$ cat src/rtl/mvm_out_stream_if.sv
// Bundle for the result-capture side (s_*) and the row stream side (m_*)
// of the mvm_out_stream block.
interface mvm_out_stream_if #(
  parameter int R   = 8,
  parameter int W_Y = 19,
  parameter int W_B = 16,
  parameter int W_O = 8
);
  localparam int W_IDX = (R > 1) ? $clog2(R) : 1;

  logic                        s_valid;
  logic                        s_ready;
  logic [R-1:0][W_Y-1:0]       s_y;
  logic [R-1:0][W_B-1:0]       bias;
  logic                        relu_en;
  logic                        m_valid;
  logic                        m_ready;
  logic signed [W_O-1:0]       m_data;
  logic [W_IDX-1:0]            m_idx;
  logic                        m_last;

  // Environment side: feeds result vectors and accepts rows.
  modport master (
    output s_valid, s_y, bias, relu_en, m_ready,
    input  s_ready, m_valid, m_data, m_idx, m_last
  );

  // Block side.
  modport slave (
    input  s_valid, s_y, bias, relu_en, m_ready,
    output s_ready, m_valid, m_data, m_idx, m_last
  );
endinterface

$ cat src/rtl/mvm_out_stream.sv
// Captures one R-row accumulated result vector, applies bias / ReLU /
// rounding requantize with saturation, and streams rows one per cycle.
// s_ready doubles as the upstream multiplier pipeline-advance enable.
module mvm_out_stream #(
  parameter int R     = 8,
  parameter int W_Y   = 19,
  parameter int W_B   = 16,
  parameter int W_O   = 8,
  parameter int SHIFT = 8
) (
  input logic           clk,
  input logic           rst,
  mvm_out_stream_if.slave bus
);
  localparam int W_IDX = (R > 1) ? $clog2(R) : 1;
  localparam int W_S   = ((W_Y > W_B) ? W_Y : W_B) + 2;
  // One extra bit so the rounding add cannot wrap.
  localparam int W_T   = W_S + 1;
  localparam logic [W_IDX-1:0] LAST = W_IDX'(R - 1);
  localparam logic signed [W_T-1:0] C_MAX = {{(W_T-W_O+1){1'b0}}, {(W_O-1){1'b1}}};
  localparam logic signed [W_T-1:0] C_MIN = {{(W_T-W_O+1){1'b1}}, {(W_O-1){1'b0}}};

  typedef enum logic {IDLE, SEND} state_t;

  state_t                r_state;
  state_t                w_state_nxt;
  logic [W_IDX-1:0]      r_cnt;
  logic [R-1:0][W_Y-1:0] r_y;
  logic [R-1:0][W_B-1:0] r_bias;
  logic                  r_relu;

  logic                  w_last;
  logic                  w_mvalid;
  logic                  w_hs;
  logic                  w_sready;
  logic                  w_cap;

  logic signed [W_Y-1:0] w_yrow;
  logic signed [W_B-1:0] w_brow;
  logic signed [W_S-1:0] w_sum;
  logic signed [W_S-1:0] w_relu;
  logic signed [W_T-1:0] w_ext;
  logic signed [W_T-1:0] w_t;
  logic signed [W_O-1:0] w_data;

  assign w_last   = (r_cnt == LAST);
  assign w_mvalid = (r_state == SEND);
  assign w_hs     = w_mvalid && bus.m_ready;
  assign w_sready = !rst && ((r_state == IDLE) || (w_hs && w_last));
  assign w_cap    = bus.s_valid && w_sready;

  // State register.
  always_ff @(posedge clk or posedge rst) begin
    if (rst) r_state <= IDLE;
    else     r_state <= w_state_nxt;
  end

  // Next state: a capture during the last-row handshake keeps us in SEND.
  always_comb begin
    w_state_nxt = r_state;
    case (r_state)
      IDLE: if (w_cap) w_state_nxt = SEND;
      SEND: if (w_hs && w_last) w_state_nxt = w_cap ? SEND : IDLE;
      default: w_state_nxt = IDLE;
    endcase
  end

  // Row counter: restarts on capture, advances on each row handshake.
  always_ff @(posedge clk or posedge rst) begin
    if (rst)                r_cnt <= '0;
    else if (w_cap)         r_cnt <= '0;
    else if (w_hs)          r_cnt <= w_last ? '0 : r_cnt + 1'b1;
  end

  // Capture registers: result vector, bias and relu latched together.
  always_ff @(posedge clk or posedge rst) begin
    if (rst) begin
      r_y    <= '0;
      r_bias <= '0;
      r_relu <= 1'b0;
    end else if (w_cap) begin
      r_y    <= bus.s_y;
      r_bias <= bus.bias;
      r_relu <= bus.relu_en;
    end
  end

  assign w_yrow = r_y[r_cnt];
  assign w_brow = r_bias[r_cnt];
  assign w_sum  = {{(W_S-W_Y){w_yrow[W_Y-1]}}, w_yrow}
                + {{(W_S-W_B){w_brow[W_B-1]}}, w_brow};
  assign w_relu = (r_relu && w_sum[W_S-1]) ? '0 : w_sum;
  assign w_ext  = {w_relu[W_S-1], w_relu};

  generate
    if (SHIFT > 0) begin : g_round
      localparam logic signed [W_T-1:0] RND = {{(W_T-1){1'b0}}, 1'b1} << (SHIFT - 1);
      assign w_t = (w_ext + RND) >>> SHIFT;
    end else begin : g_noround
      assign w_t = w_ext;
    end
  endgenerate

  // Saturate the requantized row to the signed output range.
  always_comb begin
    w_data = w_t[W_O-1:0];
    if (w_t > C_MAX)      w_data = C_MAX[W_O-1:0];
    else if (w_t < C_MIN) w_data = C_MIN[W_O-1:0];
  end

  assign bus.s_ready = w_sready;
  assign bus.m_valid = w_mvalid;
  assign bus.m_data  = w_data;
  assign bus.m_idx   = r_cnt;
  assign bus.m_last  = w_mvalid && w_last;
endmodule
$ cat src/flat_wrapper.sv
// flat-port wrapper written by rule: the top's interface ports become plain ports
module mvm_out_stream_flat 
#(
  parameter int R     = 8,
  parameter int W_Y   = 19,
  parameter int W_B   = 16,
  parameter int W_O   = 8,
  parameter int SHIFT = 8
)
  (clk, rst, bus_s_valid, bus_s_y, bus_bias, bus_relu_en, bus_m_ready, bus_s_ready, bus_m_valid, bus_m_data, bus_m_idx, bus_m_last);
  mvm_out_stream_if #(.R(R), .W_Y(W_Y), .W_B(W_B), .W_O(W_O)) bus_i ();
  input logic clk;
  input logic rst;
  input wire logic [$bits(bus_i.s_valid)-1:0] bus_s_valid;
  input wire logic [$bits(bus_i.s_y)-1:0] bus_s_y;
  input wire logic [$bits(bus_i.bias)-1:0] bus_bias;
  input wire logic [$bits(bus_i.relu_en)-1:0] bus_relu_en;
  input wire logic [$bits(bus_i.m_ready)-1:0] bus_m_ready;
  output wire logic [$bits(bus_i.s_ready)-1:0] bus_s_ready;
  output wire logic [$bits(bus_i.m_valid)-1:0] bus_m_valid;
  output wire logic [$bits(bus_i.m_data)-1:0] bus_m_data;
  output wire logic [$bits(bus_i.m_idx)-1:0] bus_m_idx;
  output wire logic [$bits(bus_i.m_last)-1:0] bus_m_last;
  assign bus_i.s_valid = bus_s_valid;
  assign bus_i.s_y = bus_s_y;
  assign bus_i.bias = bus_bias;
  assign bus_i.relu_en = bus_relu_en;
  assign bus_i.m_ready = bus_m_ready;
  assign bus_s_ready = bus_i.s_ready;
  assign bus_m_valid = bus_i.m_valid;
  assign bus_m_data = bus_i.m_data;
  assign bus_m_idx = bus_i.m_idx;
  assign bus_m_last = bus_i.m_last;
  mvm_out_stream #(.R(R), .W_Y(W_Y), .W_B(W_B), .W_O(W_O), .SHIFT(SHIFT)) u_core (.clk(clk), .rst(rst), .bus(bus_i));
endmodule
$ cat config.mk
export PLATFORM = sky130hd
export DESIGN_NAME = mvm_out_stream_flat
export DESIGN_NICKNAME = d
export VERILOG_FILES = /design/src/rtl/mvm_out_stream_if.sv /design/src/rtl/mvm_out_stream.sv /design/src/flat_wrapper.sv
export SDC_FILE = /design/constraint.sdc
export NUM_CORES = 1
export LEC_CHECK = 0
export BUFFER_PORTS_ARGS = -buffer_cell sky130_fd_sc_hd__buf_4
export CAP_MARGIN = 20
export CORE_MARGIN = 8
export CORE_UTILIZATION = 45
export DETAILED_ROUTE_END_ITERATION = 10
export GPL_ROUTABILITY_DRIVEN = 0
export PLACE_DENSITY = 0.68
export SYNTH_ARGS = -nofsm -noshare
export SYNTH_HDL_FRONTEND = slang
export SYNTH_SLANG_ARGS = --single-unit
$ cat constraint.sdc
create_clock -name clk -period 12.2 [get_ports clk]
set_input_delay 1.22 -clock clk [delete_from_list [all_inputs] [get_ports clk]]
set_output_delay 1.22 -clock clk [all_outputs]
set_load 0.1 [all_outputs]
After elaboration in Yosys (flattened, before gate mapping)
Cells that the tools add are included.

cells by class
  mux-type cells = 13
  eq/ne operators = 1
  reductions and logical operators = 9
  add/sub/neg operators = 3
  bitwise logic cells = 1
  order comparisons = 3

operators with widths
  kind                     count
  $bmux W19 S3             1
  $bmux W16 S3             1
  $add A21 B9 Y22 const B  1
  $mux W21                 1
  $add A19 B16 Y20         1
  $mux W19                 1
  $mux W16                 1
  $mux W8                  2
  $gt A14 B8 Y1 const B    1
  $lt A14 B8 Y1 const B    1
  $mux W3                  3
  $logic_and A1 B1 Y1      6
  $lt A3 B4 Y1 const B     1
  $add A3 B1 Y3 const B    1
  $eq A3 B3 Y1 const B     1
  $mux W1                  2
  $pmux W1 S2              1
  $reduce_bool A2 Y1       1
  $logic_not A1 Y1         1
  $logic_or A1 B1 Y1       1
  $not A1 Y1               1

storage, ports and cells
  output and inout port bits = 14
  input bits = 285
  register bits after elaboration = 285
  word-level logic and storage cells = 49

Depth between registers and ports, before layout
  word-level depth = 9
  depth in mapped cells = 22
  depth with buffers taken out = 17

Worst setup path after synthesis
OpenSTA, ideal clock, no wires.

  path kind = flip-flop to output port
  from = register u_core.r_cnt[0] (netlist: u_core.bus.m_idx[0])
  to = output port bus_m_data[2]
  data arrival time = 8630 ps
  required time = 10980 ps
  stages on the path, launching flop included = 21
  setup slack = 2350 ps
  path buffers = 5
  cells stage by stage = dfrtp_1 buf_6 clkbuf_1 buf_1 mux4_2 mux2_2 ha_1 clkbuf_1 o21a_1 o211ai_1 o21a_1 nor3_1 a21oi_1 and2_1 clkbuf_1 nor2_1 ha_1 nand4b_2 o41a_1 a21boi_2 o31ai_1

on the way
  word-level cells in the longest chain between the ends = 9
  elaborated cells on any way between the ends = 12
  classes of those cells = 2 x add/sub; 2 x order compare; 7 x mux; 1 x reduce/logical

ends and longest elaborated chain
  what                                                               line                                        source
  start, declared                                                    mvm_out_stream.sv:27                        logic [W_IDX-1:0] r_cnt;
  start signal, assigned                                             mvm_out_stream.sv:72                        else if (w_hs) r_cnt <= w_last ? '0 : r_cnt + 1'b1;
  $bmux W19 S3 / $bmux W16 S3 (equally long branches)                mvm_out_stream.sv:88, mvm_out_stream.sv:89
  $mux W19 (implied by the code) / $mux W16 (equally long branches)  mvm_out_stream.sv:88, mvm_out_stream.sv:89
  $add A19 B16 Y20 (*)                                               mvm_out_stream.sv:91                        + {{(W_S-W_B){w_brow[W_B-1]}}, w_brow};
  $logic_and A1 B1 Y1                                                mvm_out_stream.sv:92                        assign w_relu = (r_relu && w_sum[W_S-1]) ? '0 : w_sum;
  $mux W21 (*)                                                       mvm_out_stream.sv:92
  $add A21 B9 Y22 (*)                                                mvm_out_stream.sv:98                        assign w_t = (w_ext + RND) >>> SHIFT;
  $lt A14 B8 Y1                                                      mvm_out_stream.sv:108                       else if (w_t < C_MIN) w_data = C_MIN[W_O-1:0];
  $mux W8                                                            mvm_out_stream.sv:108
  $mux W8 (*)                                                        mvm_out_stream.sv:107                       if (w_t > C_MAX) w_data = C_MAX[W_O-1:0];
  end, declared                                                      flat_wrapper.sv:21                          output wire logic [$bits(bus_i.m_data)-1:0] bus_m_data;

Every way passes the cells marked *; elsewhere a longest branch is shown, timed or not. The select of a mux whose other input is x is not followed.

Worst setup path after layout
  from = register u_core.r_cnt[0] (netlist: u_core.bus.m_idx[0])
  to = output port bus_m_data[5]

Same word-level chain as after synthesis.

==> flow_metrics.py <==
metrics = {
    "yosys": {
        "synth_sequential_area_ratio_pct": 50.8,
        "synth.top_cell.area_share_pct": 50.8,
        "synth-edff-count": 0,
        "syn_area_um2": 14000,
        "synthesis.instances": 961,
        "nets_in_the_synthesized_netlist": 1267,
        "post_synth.cell_area_avg_um2": 14.6,
        "synth_flop_cell": "dfrtp_1",
        "ys_types": 59,
        "post_synth_main_area_contributors": "dfrtp_1 (51%), mux2_2 (25%), mux4_2 (11%)",
        "synth.ff_latch_count": 285,
        "synth_top_area_cell": "dfrtp_1",
        "postSynth.asyncResetShare_pct": 100,
        "synthesis.yosys.warnings": 0,
    },
    "worst_setup_path": {
        "critPathKind": "flip-flop to output pin",
        "cp.required_ns": 10.98,
        "crit_slowest_cell": "dfrtp_4",
        "critPathMaxFanout": 39,
        "cp_data_arrival_time_ns": 7.29,
        "critical_path.endpoint_type": "output pin",
        "crit_path_cell_trace": "buf_4 -> mux4_2 -> mux2_2 -> ha_1 -> a21oi_1 -> o211ai_1 -> a31oi_1 -> nand3_1 -> a21oi_1 -> and2_1 -> nor2_1 -> ha_1 -> nand4b_2 -> nor3_1 -> or4b_1 -> o31ai_1 -> a21boi_2 -> o31ai_1 -> buf_4",
        "cpPeakStageDelay_ns": 0.87,
        "critical_path.startpoint_type": "flip-flop",
    },
    "floorplan": {
        "chipWidth_um": 193,
        "die-area_um2": 37100,
        "coreArea_um2": 30700,
        "num_rows": 64,
        "fp.dieH_um": 193,
        "io_pins": 299,
        "start_util_pct": 45.7,
    },
    "sta": {
        "worst_slew_margin_pct": 23.3,
        "whs_ns": 0.501,
        "final-hold-violation-count": 0,
        "finalSetupTns_ns": 0,
        "max_freq_mhz": 118,
        "finalClockSkew_ns": 0.0293,
        "slew_viol_final": 0,
        "setup_slack_ns": 3.69,
        "worst-slew-pin-transition_ns": 1.15,
        "final_worst_path_cycle_share_pct": 69.8,
        "rsz0062_at_grt": "no",
        "timing.final.setup_violations": 0,
        "min_period_ns": 8.51,
    },
    "placed_design": {
        "detailed_place_hpwl_um": 27800,
        "placement.setup.worst_slack_ns": 4.35,
        "io_buf_count": 298,
        "dpl.cell_count": 1604,
    },
    "clock_network": {
        "cts_tree": "built",
        "cts-root-buf": "clkbuf_16",
        "clkTransAtPathRegs_ns": 0.06,
        "cts_post_setup_buffers_inserted": 0,
        "cts_num_sinks": 285,
        "postCtsResizedCells": 0,
        "cts_max_path_buffers": 3,
        "cts_max_level": 1,
        "clk-insertion-delay-late_ns": 0.57,
        "tritoncts.num_buffers": 31,
        "cts_hold_repair.buffers": 0,
    },
    "drt": {
        "postRouteWirelength_um": 37500,
        "route.detailed.drc": 0,
        "detailroute.via_count": 9153,
        "final_antenna_net_count": 0,
        "dr.pass1.iters": 5,
        "wirelength_met1_um": 15400,
        "dr.max_layer_used": "met4",
        "wire_per_inst_um": 22.5,
        "met2RoutedLength_um": 19100,
        "met3_wire_len_um": 2340,
        "drt-initial-drc-count": 475,
        "avgViaCountPerCell": 5.50,
    },
    "status": {
        "run_status": "completed",
    },
    "min_path": {
        "worst_hold_class": "flip-flop to flip-flop",
    },
    "grt": {
        "grt.overflow.total": 0,
        "pin_count_of_the_biggest_net_entering_global_routing": 179,
        "antenna_found_initial": 3,
        "grt_pass1_vias": 9829,
        "grt_pass1_wl_um": 57400,
        "track_usage_pct": 20.0,
    },
    "cells_and_area": {
        "areaGrowthSynthToFinish_pct": 26.1,
        "layout-drive-gt1-share_pct": 59.3,
        "finalNonFillerCells": 1665,
        "layout.nets": 1547,
    },
    "flow_run": {
        "number_of_violations_of_the_max_capacitance_limit": 0,
    },
}
## cell type report
cell class | count | area [um2]
Sequential cell | 285 | 7140
Fill cell | 2477 | 13000
Inverter | 10 | 45.0
Clock buffer | 44 | 885
Multi-Input combinational cell | 609 | 6640
Timing Repair Buffer | 304 | 2310
Antenna cell | 3 | 7.51
Clock inverter | 14 | 168
Tap cell | 396 | 495
## path summary, 6_finish.rpt
check	endpoint	start	cells after the start	slack [ns]
worst max-delay path	bus_m_data[5]	u_core.bus.m_idx[0]$_DFFE_PP0P_	19	3.69
worst min-delay path	u_core.r_bias[62]$_DFFE_PP0P_	u_core.r_bias[62]$_DFFE_PP0P_	1	0.50
worst max register to register	u_core.r_bias[52]$_DFFE_PP0P_	u_core.bus.m_idx[1]$_DFFE_PP0P_	8	7.90
worst min register to register	u_core.r_bias[62]$_DFFE_PP0P_	u_core.r_bias[62]$_DFFE_PP0P_	1	0.50
max in group asynchronous	u_core.r_bias[21]$_DFFE_PP0P_	rst	3	9.99
min in group asynchronous	u_core.bus.m_valid$_DFF_PP0_	rst	2	0.75
## cell usage in the layout, fill, tap and decap left out, types with 9 or more instances in the layout
| master | count |
|---|---|
| mux4_2 | 68 |
| dfrtp_1 | 282 |
| nor2_1 | 17 |
| clkbuf_16 | 31 |
| ha_1 | 21 |
| buf_4 | 302 |
| o21ai_0 | 9 |
| xnor2_1 | 13 |
| nand3_1 | 13 |
| a21oi_1 | 19 |
| inv_1 | 9 |
| mux2_2 | 314 |
| nand2_1 | 28 |
## registers in the layout, indices dropped and copies added, names as in the netlist
name / cells
u_core.bus.m_valid: 1
u_core.r_bias: 128
u_core.r_y: 152
u_core.bus.m_idx: 3
u_core.r_relu: 1
## cell usage after synthesis (2+ instances only)
master,count
o31a_1,3
a21o_1,7
nand2_1,28
o21a_1,4
nor2_1,17
nand3b_1,2
a211oi_1,5
nor3_1,8
o21ai_0,9
nor4b_1,2
mux4_2,68
xnor2_1,13
and2_1,8
nand2b_1,4
a31oi_1,3
mux2_2,314
o31ai_1,8
a311oi_1,2
ha_1,21
inv_1,10
nand3_1,13
clkbuf_1,54
nand4_1,3
xor2_1,5
dfrtp_1,285
buf_1,2
or3_1,3
a21oi_1,19
o211ai_1,5
a31o_2,3
o21ai_1,5
## cell families (layout without fill, tap and decap cells)
family | Yosys count | count (layout) | share of synthesized area, %
buffers and inverters | 67 | 372 | 1.85
AO/OA/AOI/OAI | 85 | 85 | 4.19
AND/OR/NAND/NOR | 102 | 102 | 3.94
flip-flops | 285 | 285 | 50.8
other | 0 | 3 | 0
adder cells (fa/ha/maj) | 21 | 21 | 1.87
multiplexers | 383 | 383 | 36.2
XOR/XNOR | 18 | 18 | 1.12
## metrics by stage
stage          utilization, %  instance area [um2]
2_1_floorplan               -                14000
3_3_place_gp             54.2                16600
3_5_place_dp             54.2                16600
4_1_cts                  57.7                17700
5_1_grt                  57.7                17700
6_report                 57.7                17700
## layer usage
layer	track usage, %	vias up
met4	4.76	0
met3	3.85	39
li1	-	4199
met5	0	-
met1	25.9	4636
met2	34.2	279
## critical path: cells and delay by family (launching register included)
family,cells,cell delay (ns)
compound gates,7,1.76
mux,2,0.89
flops,1,0.87
simple gates,6,1.43
buf+inv,2,1.09
fa+ha+maj,2,0.63
Power is left out: the tool's default activity adds up to more than one toggle a clock period on the data nets, which glitch-free logic cannot reach.
